==> config.mk <==
export PLATFORM = sky130hd
export DESIGN_NAME = cache_ctrl_assoc
export DESIGN_NICKNAME = d
export VERILOG_FILES = /design/src/rtl/cache_ctrl_pkg.sv /design/src/rtl/cache_victim_sel.sv /design/src/rtl/cache_ctrl_assoc.sv
export SDC_FILE = /design/constraint.sdc
export NUM_CORES = 1
export LEC_CHECK = 0
export CORE_ASPECT_RATIO = 1.2
export CORE_MARGIN = 2
export CORE_UTILIZATION = 45
export CTS_BUF_LIST = sky130_fd_sc_hd__clkbuf_4 sky130_fd_sc_hd__clkbuf_8 sky130_fd_sc_hd__clkbuf_16
export DETAILED_ROUTE_END_ITERATION = 7
export PLACE_DENSITY = 0.66
export SLEW_MARGIN = 15
export SYNTH_ARGS = -nofsm -noshare
export SYNTH_HDL_FRONTEND = slang
export SYNTH_SLANG_ARGS = --single-unit
==> constraint.sdc <==
create_clock -name clk -period 5.5 [get_ports clk]
set_clock_uncertainty 0.1 [all_clocks]
set_input_delay 0.825 -clock clk [delete_from_list [all_inputs] [get_ports clk]]
set_output_delay 0.825 -clock clk [all_outputs]
set_load 0.05 [all_outputs]
==> src/rtl/cache_ctrl_pkg.sv <==
`default_nettype none
// ============================================================================
// Module      : cache_ctrl_pkg
// Description : Shared types and helpers for the set-associative cache
//               controller. It provides the controller state encoding, the
//               words-per-line derivation and the way-index width.
// Revision    : 1.0 - initial release
// ============================================================================
package cache_ctrl_pkg;

    // Controller states (2-bit encoding).
    typedef enum logic [1:0] {
        ST_IDLE     = 2'd0,
        ST_WB       = 2'd1,
        ST_FILL     = 2'd2,
        ST_COMPLETE = 2'd3
    } state_e;

    // A line holds 16-bit words, so the byte offset minus one bit selects a word.
    function automatic int words_of(input int offset_w);
        return 1 << (offset_w - 1);
    endfunction

    // A one-way cache still needs a 1-bit index so that port widths stay legal.
    function automatic int way_idx_w(input int ways);
        return (ways > 1) ? $clog2(ways) : 1;
    endfunction

endpackage
`default_nettype wire

==> src/rtl/cache_victim_sel.sv <==
`default_nettype none
// ============================================================================
// Module      : cache_victim_sel
// Description : Per-set MRU storage, hit-way encoder and victim selection.
//               The victim is the lowest-index invalid way. If every way is
//               valid, the victim is the way after the MRU way (mod WAYS).
//               A one-way build keeps no MRU storage.
// Ports       : clk, rst          - clock, synchronous active-high reset
//               lookup_index      - set index being looked up
//               hit_vec/valid_vec - per-way qualified hit / valid
//               upd_we/index/way  - MRU update request
//               hit_way           - encoded lowest hitting way
//               victim_way        - replacement candidate for lookup_index
// Revision    : 1.0 - initial release
// ============================================================================
module cache_victim_sel
    import cache_ctrl_pkg::*;
#(
    parameter int WAYS    = 2,
    parameter int INDEX_W = 8,
    localparam int WIDX   = way_idx_w(WAYS)
) (
    input  logic               clk,
    input  logic               rst,
    input  logic [INDEX_W-1:0] lookup_index,
    input  logic [WAYS-1:0]    hit_vec,
    input  logic [WAYS-1:0]    valid_vec,
    input  logic               upd_we,
    input  logic [INDEX_W-1:0] upd_index,
    input  logic [WIDX-1:0]    upd_way,
    output logic [WIDX-1:0]    hit_way,
    output logic [WIDX-1:0]    victim_way
);

    logic [WIDX-1:0] w_mru_rd;

    generate
        if (WAYS > 1) begin : g_mru
            logic [WIDX-1:0] mru_q [2**INDEX_W];

            always_ff @(posedge clk) begin
                if (rst) begin
                    for (int s = 0; s < 2**INDEX_W; s++) begin
                        mru_q[s] <= '0;
                    end
                end else if (upd_we) begin
                    mru_q[upd_index] <= upd_way;
                end
            end

            assign w_mru_rd = mru_q[lookup_index];
        end else begin : g_no_mru
            logic unused_mru_inputs;
            assign unused_mru_inputs = ^{clk, rst, lookup_index, upd_we, upd_index, upd_way};
            assign w_mru_rd          = '0;
        end
    endgenerate

    always_comb begin
        hit_way = '0;
        // Descending scan so that the lowest set bit wins.
        for (int w = WAYS - 1; w >= 0; w--) begin
            if (hit_vec[w]) begin
                hit_way = w[WIDX-1:0];
            end
        end

        // WAYS is a power of two, so the WIDX-bit wrap gives the mod.
        victim_way = (WAYS > 1) ? (w_mru_rd + 1'b1) : '0;
        for (int w = WAYS - 1; w >= 0; w--) begin
            if (!valid_vec[w]) begin
                victim_way = w[WIDX-1:0];
            end
        end
    end

endmodule
`default_nettype wire

==> src/rtl/cache_ctrl_assoc.sv <==
`default_nettype none
// ============================================================================
// Module      : cache_ctrl_assoc
// Description : N-way set-associative cache controller. It performs a
//               single-cycle hit lookup across all ways and MRU-based
//               replacement. A miss writes back a dirty victim, refills the
//               line through a pipelined read path, then repeats the access.
// Ports       : CPU side    addr, data_in, read, write -> fs_* status/data
//               Cache side  c_* per-way status/data in, fc_* controls out
//               Memory side m_* status/data in, fm_* requests out
// Options     : CACHE_PERF_CNT_EN adds saturating hit_cnt / miss_cnt outputs
// Revision    : 1.0 - initial release
// ============================================================================
module cache_ctrl_assoc
    import cache_ctrl_pkg::*;
#(
    parameter int TAG_W      = 5,
    parameter int INDEX_W    = 8,
    parameter int OFFSET_W   = 3,
    parameter int WAYS       = 2,
    parameter int MEM_RD_LAT = 2
) (
    input  logic                  clk,
    input  logic                  rst,
    input  logic [15:0]           addr,
    input  logic [15:0]           data_in,
    input  logic                  read,
    input  logic                  write,
    input  logic [WAYS*TAG_W-1:0] c_tag_out,
    input  logic [WAYS*16-1:0]    c_data_out,
    input  logic [WAYS-1:0]       c_hit,
    input  logic [WAYS-1:0]       c_dirty,
    input  logic [WAYS-1:0]       c_valid,
    input  logic [WAYS-1:0]       c_err,
    input  logic [15:0]           m_data_out,
    input  logic                  m_stall,
    input  logic [3:0]            m_busy,
    input  logic                  m_err,
    output logic [WAYS-1:0]       fc_enable,
    output logic [TAG_W-1:0]      fc_tag_in,
    output logic [INDEX_W-1:0]    fc_index,
    output logic [OFFSET_W-1:0]   fc_offset,
    output logic [15:0]           fc_data_in,
    output logic                  fc_comp,
    output logic                  fc_write,
    output logic                  fc_valid_in,
    output logic [15:0]           fm_addr,
    output logic [15:0]           fm_data_in,
    output logic                  fm_wr,
    output logic                  fm_rd,
    output logic [15:0]           fs_data_out,
    output logic                  fs_done,
    output logic                  fs_stall,
    output logic                  fs_cachehit,
    output logic                  fs_err
`ifdef CACHE_PERF_CNT_EN
    ,
    output logic [15:0]           hit_cnt,
    output logic [15:0]           miss_cnt
`endif
);

    localparam int WORDS  = words_of(OFFSET_W);
    localparam int WIDX   = way_idx_w(WAYS);
    localparam int CNT_W  = OFFSET_W - 1;
    localparam int ADDR_W = TAG_W + INDEX_W + OFFSET_W;  // must be 16

    state_e                state_q, state_d;
    logic [15:0]           addr_q, addr_d;
    logic [15:0]           wdata_q, wdata_d;
    logic                  wr_q, wr_d;
    logic [WIDX-1:0]       victim_q, victim_d;
    logic [TAG_W-1:0]      vtag_q, vtag_d;
    logic [CNT_W-1:0]      wb_cnt_q, wb_cnt_d;
    logic [CNT_W-1:0]      ret_cnt_q, ret_cnt_d;
    logic [OFFSET_W-1:0]   iss_cnt_q, iss_cnt_d;
    logic [MEM_RD_LAT-1:0] pend_q, pend_d;
    logic                  err_q, err_d;

    logic                  w_req, w_conflict, w_any_hit, w_err_now, w_issue, w_ret;
    logic [WAYS-1:0]       w_hit_vec, w_victim_oh;
    logic [WIDX-1:0]       w_hit_way, w_victim_way, w_mru_way;
    logic                  w_mru_we;
    logic [INDEX_W-1:0]    w_mru_idx;
    logic [15:0]           w_hit_data, w_vic_data;
    logic [TAG_W-1:0]      w_new_vtag;

    wire  [TAG_W-1:0]      w_cpu_tag = addr[ADDR_W-1 -: TAG_W];
    wire  [INDEX_W-1:0]    w_cpu_idx = addr[OFFSET_W +: INDEX_W];
    wire  [OFFSET_W-1:0]   w_cpu_off = addr[OFFSET_W-1:0];
    wire  [TAG_W-1:0]      w_req_tag = addr_q[ADDR_W-1 -: TAG_W];
    wire  [INDEX_W-1:0]    w_req_idx = addr_q[OFFSET_W +: INDEX_W];
    wire  [OFFSET_W-1:0]   w_req_off = addr_q[OFFSET_W-1:0];

    // Bank conflicts reach the controller through m_stall; per-bank busy is informational.
    logic unused_busy;
    assign unused_busy = ^m_busy;

    assign w_req      = read ^ write;
    assign w_conflict = read & write;
    assign w_hit_vec  = c_hit & c_valid;
    assign w_any_hit  = |w_hit_vec;
    assign w_err_now  = (|c_err) | m_err;
    assign w_ret      = pend_q[MEM_RD_LAT-1];

    cache_victim_sel #(
        .WAYS    (WAYS),
        .INDEX_W (INDEX_W)
    ) u_victim_sel (
        .clk          (clk),
        .rst          (rst),
        .lookup_index (w_cpu_idx),
        .hit_vec      (w_hit_vec),
        .valid_vec    (c_valid),
        .upd_we       (w_mru_we),
        .upd_index    (w_mru_idx),
        .upd_way      (w_mru_way),
        .hit_way      (w_hit_way),
        .victim_way   (w_victim_way)
    );

    // Per-way muxing with constant part-selects.
    always_comb begin
        w_hit_data  = '0;
        w_vic_data  = '0;
        w_new_vtag  = '0;
        w_victim_oh = '0;
        for (int w = 0; w < WAYS; w++) begin
            if (w_hit_way == w[WIDX-1:0])    w_hit_data = c_data_out[w*16 +: 16];
            if (victim_q == w[WIDX-1:0])     w_vic_data = c_data_out[w*16 +: 16];
            if (w_victim_way == w[WIDX-1:0]) w_new_vtag = c_tag_out[w*TAG_W +: TAG_W];
            w_victim_oh[w] = (victim_q == w[WIDX-1:0]);
        end
    end

    always_comb begin
        state_d     = state_q;
        addr_d      = addr_q;
        wdata_d     = wdata_q;
        wr_d        = wr_q;
        victim_d    = victim_q;
        vtag_d      = vtag_q;
        wb_cnt_d    = wb_cnt_q;
        ret_cnt_d   = ret_cnt_q;
        iss_cnt_d   = iss_cnt_q;
        err_d       = err_q | w_err_now;
        w_issue     = 1'b0;
        w_mru_we    = 1'b0;
        w_mru_way   = victim_q;
        w_mru_idx   = w_req_idx;

        fc_enable   = '0;
        fc_tag_in   = '0;
        fc_index    = '0;
        fc_offset   = '0;
        fc_data_in  = '0;
        fc_comp     = 1'b0;
        fc_write    = 1'b0;
        fc_valid_in = 1'b0;
        fm_addr     = '0;
        fm_data_in  = '0;
        fm_wr       = 1'b0;
        fm_rd       = 1'b0;
        fs_data_out = '0;
        fs_done     = 1'b0;
        fs_stall    = 1'b0;
        fs_cachehit = 1'b0;
        fs_err      = 1'b0;

        // Outputs stay quiet while reset is held, whatever state is left over.
        if (!rst) begin
            case (state_q)
                ST_IDLE: begin
                    err_d = 1'b0;
                    if (w_conflict) begin
                        fs_done = 1'b1;
                        fs_err  = 1'b1;
                    end else if (w_req) begin
                        fc_enable  = '1;
                        fc_comp    = 1'b1;
                        fc_write   = write;
                        fc_data_in = data_in;
                        fc_tag_in  = w_cpu_tag;
                        fc_index   = w_cpu_idx;
                        fc_offset  = w_cpu_off;
                        if (w_any_hit) begin
                            fs_done     = 1'b1;
                            fs_cachehit = 1'b1;
                            fs_err      = w_err_now;
                            if (read) fs_data_out = w_hit_data;
                            w_mru_we  = 1'b1;
                            w_mru_way = w_hit_way;
                            w_mru_idx = w_cpu_idx;
                        end else begin
                            fs_stall  = 1'b1;
                            addr_d    = addr;
                            wdata_d   = data_in;
                            wr_d      = write;
                            victim_d  = w_victim_way;
                            vtag_d    = w_new_vtag;
                            err_d     = w_err_now;
                            wb_cnt_d  = '0;
                            ret_cnt_d = '0;
                            iss_cnt_d = '0;
                            state_d   = (c_valid[w_victim_way] && c_dirty[w_victim_way])
                                        ? ST_WB : ST_FILL;
                        end
                    end
                end

                ST_WB: begin
                    fs_stall   = 1'b1;
                    fc_enable  = w_victim_oh;
                    fc_tag_in  = vtag_q;
                    fc_index   = w_req_idx;
                    fc_offset  = {wb_cnt_q, 1'b0};
                    fm_wr      = 1'b1;
                    fm_addr    = {vtag_q, w_req_idx, wb_cnt_q, 1'b0};
                    fm_data_in = w_vic_data;
                    if (!m_stall) begin
                        wb_cnt_d = wb_cnt_q + 1'b1;
                        if (wb_cnt_q == CNT_W'(WORDS - 1)) state_d = ST_FILL;
                    end
                end

                ST_FILL: begin
                    fs_stall = 1'b1;
                    // Issue side: one read per accepted cycle until the whole line is requested.
                    if (iss_cnt_q != OFFSET_W'(WORDS)) begin
                        fm_rd   = 1'b1;
                        fm_addr = {w_req_tag, w_req_idx, iss_cnt_q[CNT_W-1:0], 1'b0};
                        if (!m_stall) begin
                            w_issue   = 1'b1;
                            iss_cnt_d = iss_cnt_q + 1'b1;
                        end
                    end
                    // Return side: data arrives MEM_RD_LAT cycles after each accepted issue.
                    if (w_ret) begin
                        fc_enable   = w_victim_oh;
                        fc_write    = 1'b1;
                        fc_valid_in = 1'b1;
                        fc_tag_in   = w_req_tag;
                        fc_index    = w_req_idx;
                        fc_offset   = {ret_cnt_q, 1'b0};
                        fc_data_in  = m_data_out;
                        ret_cnt_d   = ret_cnt_q + 1'b1;
                        if (ret_cnt_q == CNT_W'(WORDS - 1)) state_d = ST_COMPLETE;
                    end
                end

                ST_COMPLETE: begin
                    fs_stall   = 1'b1;
                    fc_enable  = w_victim_oh;
                    fc_comp    = 1'b1;
                    fc_write   = wr_q;
                    fc_tag_in  = w_req_tag;
                    fc_index   = w_req_idx;
                    fc_offset  = w_req_off;
                    fc_data_in = wdata_q;
                    if (!wr_q) fs_data_out = w_vic_data;
                    fs_done    = 1'b1;
                    fs_err     = err_q | w_err_now;
                    w_mru_we   = 1'b1;
                    err_d      = 1'b0;
                    state_d    = ST_IDLE;
                end

                default: state_d = ST_IDLE;
            endcase
        end

        pend_d[0] = w_issue;
        for (int p = 1; p < MEM_RD_LAT; p++) begin
            pend_d[p] = pend_q[p-1];
        end
    end

    always_ff @(posedge clk) begin
        if (rst) begin
            state_q   <= ST_IDLE;
            addr_q    <= '0;
            wdata_q   <= '0;
            wr_q      <= 1'b0;
            victim_q  <= '0;
            vtag_q    <= '0;
            wb_cnt_q  <= '0;
            ret_cnt_q <= '0;
            iss_cnt_q <= '0;
            pend_q    <= '0;
            err_q     <= 1'b0;
        end else begin
            state_q   <= state_d;
            addr_q    <= addr_d;
            wdata_q   <= wdata_d;
            wr_q      <= wr_d;
            victim_q  <= victim_d;
            vtag_q    <= vtag_d;
            wb_cnt_q  <= wb_cnt_d;
            ret_cnt_q <= ret_cnt_d;
            iss_cnt_q <= iss_cnt_d;
            pend_q    <= pend_d;
            err_q     <= err_d;
        end
    end

`ifdef CACHE_PERF_CNT_EN
    logic [15:0] hit_cnt_q, hit_cnt_d, miss_cnt_q, miss_cnt_d;

    always_comb begin
        hit_cnt_d  = hit_cnt_q;
        miss_cnt_d = miss_cnt_q;
        if (state_q == ST_IDLE && w_req) begin
            if (w_any_hit) begin
                if (hit_cnt_q != 16'hFFFF) hit_cnt_d = hit_cnt_q + 16'd1;
            end else begin
                if (miss_cnt_q != 16'hFFFF) miss_cnt_d = miss_cnt_q + 16'd1;
            end
        end
    end

    always_ff @(posedge clk) begin
        if (rst) begin
            hit_cnt_q  <= '0;
            miss_cnt_q <= '0;
        end else begin
            hit_cnt_q  <= hit_cnt_d;
            miss_cnt_q <= miss_cnt_d;
        end
    end

    assign hit_cnt  = hit_cnt_q;
    assign miss_cnt = miss_cnt_q;
`endif

endmodule
`default_nettype wire

==> impl_metrics.py <==
metrics = {
    "run_status": {
        "run_status": "finished clean",
    },
    "placement": {
        "port_buffers": 193,
        "dp_slack_ns": 0.6002,
        "hpwl_um": 37150,
        "gp_congestion": 0.9103,
    },
    "synthesis": {
        "yosys.area.top_type_share": 0.4366,
        "ys_warn_count": 0,
        "syn_nets": 1852,
        "synth_edf_count": 256,
        "synth_common_cells": "377 x nor2_1, 256 x edfxtp_1, 151 x o21bai_1, 146 x nand2_1, 132 x clkbuf_1",
        "synth_top_area_cell": "edfxtp_1",
        "synth-seq-cells": 307,
        "yosysMostFrequentCell": "nor2_1",
        "syn_inst": 1734,
        "synth_area_leaders": "edfxtp_1 44%, nor2_1 8.0%, mux4_2 7.3%, o21bai_1 6.4%, dfxtp_1 5.8%",
        "async_flop_share": 0,
        "synth_ff_type": "edfxtp_1",
        "syn_avg_cell_area_um2": 10.15,
        "ys_seq_area_frac": 0.4946,
        "synth_area_um2": 17610,
        "synthDistinctLibCells": 67,
    },
    "detailed_routing": {
        "routedWlPerCell_um": 23.35,
        "totalWireLength_um": 56030,
        "viasPerCell": 6.018,
        "drt_iter0_drc": 1498,
        "drc": 0,
        "first_pass_iters": 6,
        "final_antenna_net_count": 0,
        "route.vias.total": 14440,
    },
    "layout": {
        "nets": 1968,
        "area_growth_pct": 19.43,
        "fillCellCount": 3334,
        "drive_gt1_frac": 0.1158,
        "n_antenna_cell": 0,
    },
    "worst_setup_path": {
        "crit_path_end_kind": "primary output",
        "start_kind": "input pin",
        "crit_path_start": "read",
        "worstPathRequired_ns": 4.58,
        "worst-path-buf-inv": 4,
        "crit_type": "in2out",
        "cpPeakStageDelay_ns": 0.83,
        "cp.arrival_ns": 3.85,
        "path_common_cell": "clkdlybuf4s50_1",
        "cp_top_family": "buffers and inverters",
        "crit_path_max_fanout": 16,
        "regToRegStartpoint": "state_q[0]",
        "path_cells": "clkdlybuf4s50_1 > inv_1 > ha_1 > nand2b_2 > o32ai_2 > buf_4 > a22oi_1 > nor2_1 > clkdlybuf4s50_1",
        "reg2reg_setup_slack_ns": 1.46,
        "crit_path_top_delay_cell": "clkdlybuf4s50_1",
    },
    "grt": {
        "grt_usage": 0.2709,
        "grt_pass1_vias": 13780,
        "overflow": 0,
        "grt_max_degree": 218,
        "grt_pass1_wl_um": 83180,
        "antenna_found_initial": 0,
    },
    "timing": {
        "rsz0062_at_grt": "no",
        "drv_slew": 0,
        "period_needed_ns": 4.779,
        "fmax_mhz": 209.3,
        "hold_violations": 0,
        "finalSetupViolCount": 0,
        "fin_crit_sh": 0.8688,
        "worst_pin_slew_ns": 1.023,
        "fin_setup_tns_ns": 0,
        "slew_headroom": 0.3180,
        "timing.final.ws_setup_ns": 0.7214,
        "holdWs_ns": 0.3567,
    },
    "floorplanning": {
        "start_util": 0.4556,
        "die_area_um2": 40730,
        "io_pins": 199,
        "die_height_um": 220.7,
        "row_count": 79,
        "core_area_um2": 38650,
        "die-width_um": 184.6,
    },
    "flow_run": {
        "cap_violations": 0,
    },
    "cts": {
        "cts_tree": "yes",
        "post_cts_buffers": 0,
        "cts_hold_buf": 0,
        "clock_latency_ns": 0.53,
        "clkSinkCount": 307,
        "cts_made_buffers": 34,
        "cts-root-buf": "clkbuf_16",
        "cts_resized": 0,
        "htreeDepth": 2,
        "clkTransAtPathRegs_ns": 0.06,
        "clockBufferDepth": 3,
    },
    "pwr": {
        "p_int_mw": 4.575,
        "clkPwrFrac": 0.346,
        "switching_share": 0.3162,
        "vdd_drop_max_uv": 258.4,
        "switchingPower_mw": 2.116,
        "power.total_mw": 6.690,
        "p_comb_frac": 0.255,
        "seq_power_share": 0.399,
        "p_per_area_nw_per_um2": 318.2,
        "power.leakage_nw": 7.303,
    },
    "hold_path": {
        "hp-class": "reg2reg",
        "hp-start": "pend_q[0]",
    },
}
registers in the layout, indices dropped and copies added (netlist names):
signal and cells:
wr_q 1, victim_q 1, vtag_q 5, pend_q 2
err_q 1, u_victim_sel.g_mru.mru_q 256, wdata_q 16, wb_cnt_q 2
addr_q 16, ret_cnt_q 2, state_q 2, iss_cnt_q 3
cells by family (layout without fill, tap and decap cells):
logic type	Yosys count	count (layout)	share of synthesized area
compound gates	446	446	0.1823
buf+inv	198	338	0.05045
flops	307	307	0.4946
other cells	1	1	0.0002130
simple gates	665	665	0.1620
xor+xnor	2	2	0.0009950
fa+ha+maj	10	10	0.007106
mux	105	105	0.1023
path summary, 6_finish.rpt:
kind / to / cells past startpoint
hold reg to reg: pend_q[1] / 1
hold / removal: pend_q[1] / 1
setup / recovery: fs_data_out[10] / 9
setup reg to reg: u_victim_sel.g_mru.mru_q[123] / 11
power by group through the flow:
stage | registers (mW) | clock network, mW | logic (mW)
finish | 2.67 | 2.31 | 1.70
global route | 2.68 | 2.41 | 1.81
CTS | 2.67 | 2.34 | 1.69
detailed placement | 2.72 | 0 | 1.68
global placement | 2.71 | 0 | 1.67
floorplan | 2.70 | 0 | 1.12
cell type report:
type | instances | area [um^2] | area share
clock buffer | 46 | 964.7 | 0.04587
multi-input combinational | 1229 | 8040 | 0.3823
inverter | 17 | 63.81 | 0.003034
clock inverter | 14 | 145.1 | 0.006902
sequential | 307 | 8708 | 0.4141
tap | 526 | 658.1 | 0.03130
timing repair buffer | 261 | 2449 | 0.1164
worst reg2reg max path, delay by kind of cell (launching register included):
kind,cells,cell delay [ns]
flip-flops,1,0.32
adder cells (fa/ha/maj),1,0.36
AO/OA/AOI/OAI,1,0.12
buffers and inverters,4,0.89
AND/OR/NAND/NOR,5,2.08
cells in the final DEF (no fill, tap or decap), types with 51 or more instances in the layout:
cell type          n
buf_4             73
dfxtp_1           51
o21bai_1         151
mux4_2            57
edfxtp_1         256
a21oi_1           61
a21o_1           107
nor2_1           376
nand2_1          146
clkdlybuf4s50_1  184
per-layer routing:
layer	vias up	wire length (um)	GRT usage
met3	128	4852	0.04625
li1	6487	-	-
met1	7155	21100	0.3290
met5	-	0	0
met2	672	27450	0.4707
met4	0	2631	0.1261
metrics by stage:
stage,utilization,cells,area (um^2)
after floorplan,-,1734,17610
after global placement,0.5154,2340,19920
after detailed placement,0.5154,2340,19920
after CTS,0.5441,2400,21030
after global routing,0.5441,2400,21030
final,0.5441,2400,21030
Power figures use the tool's default switching activity.
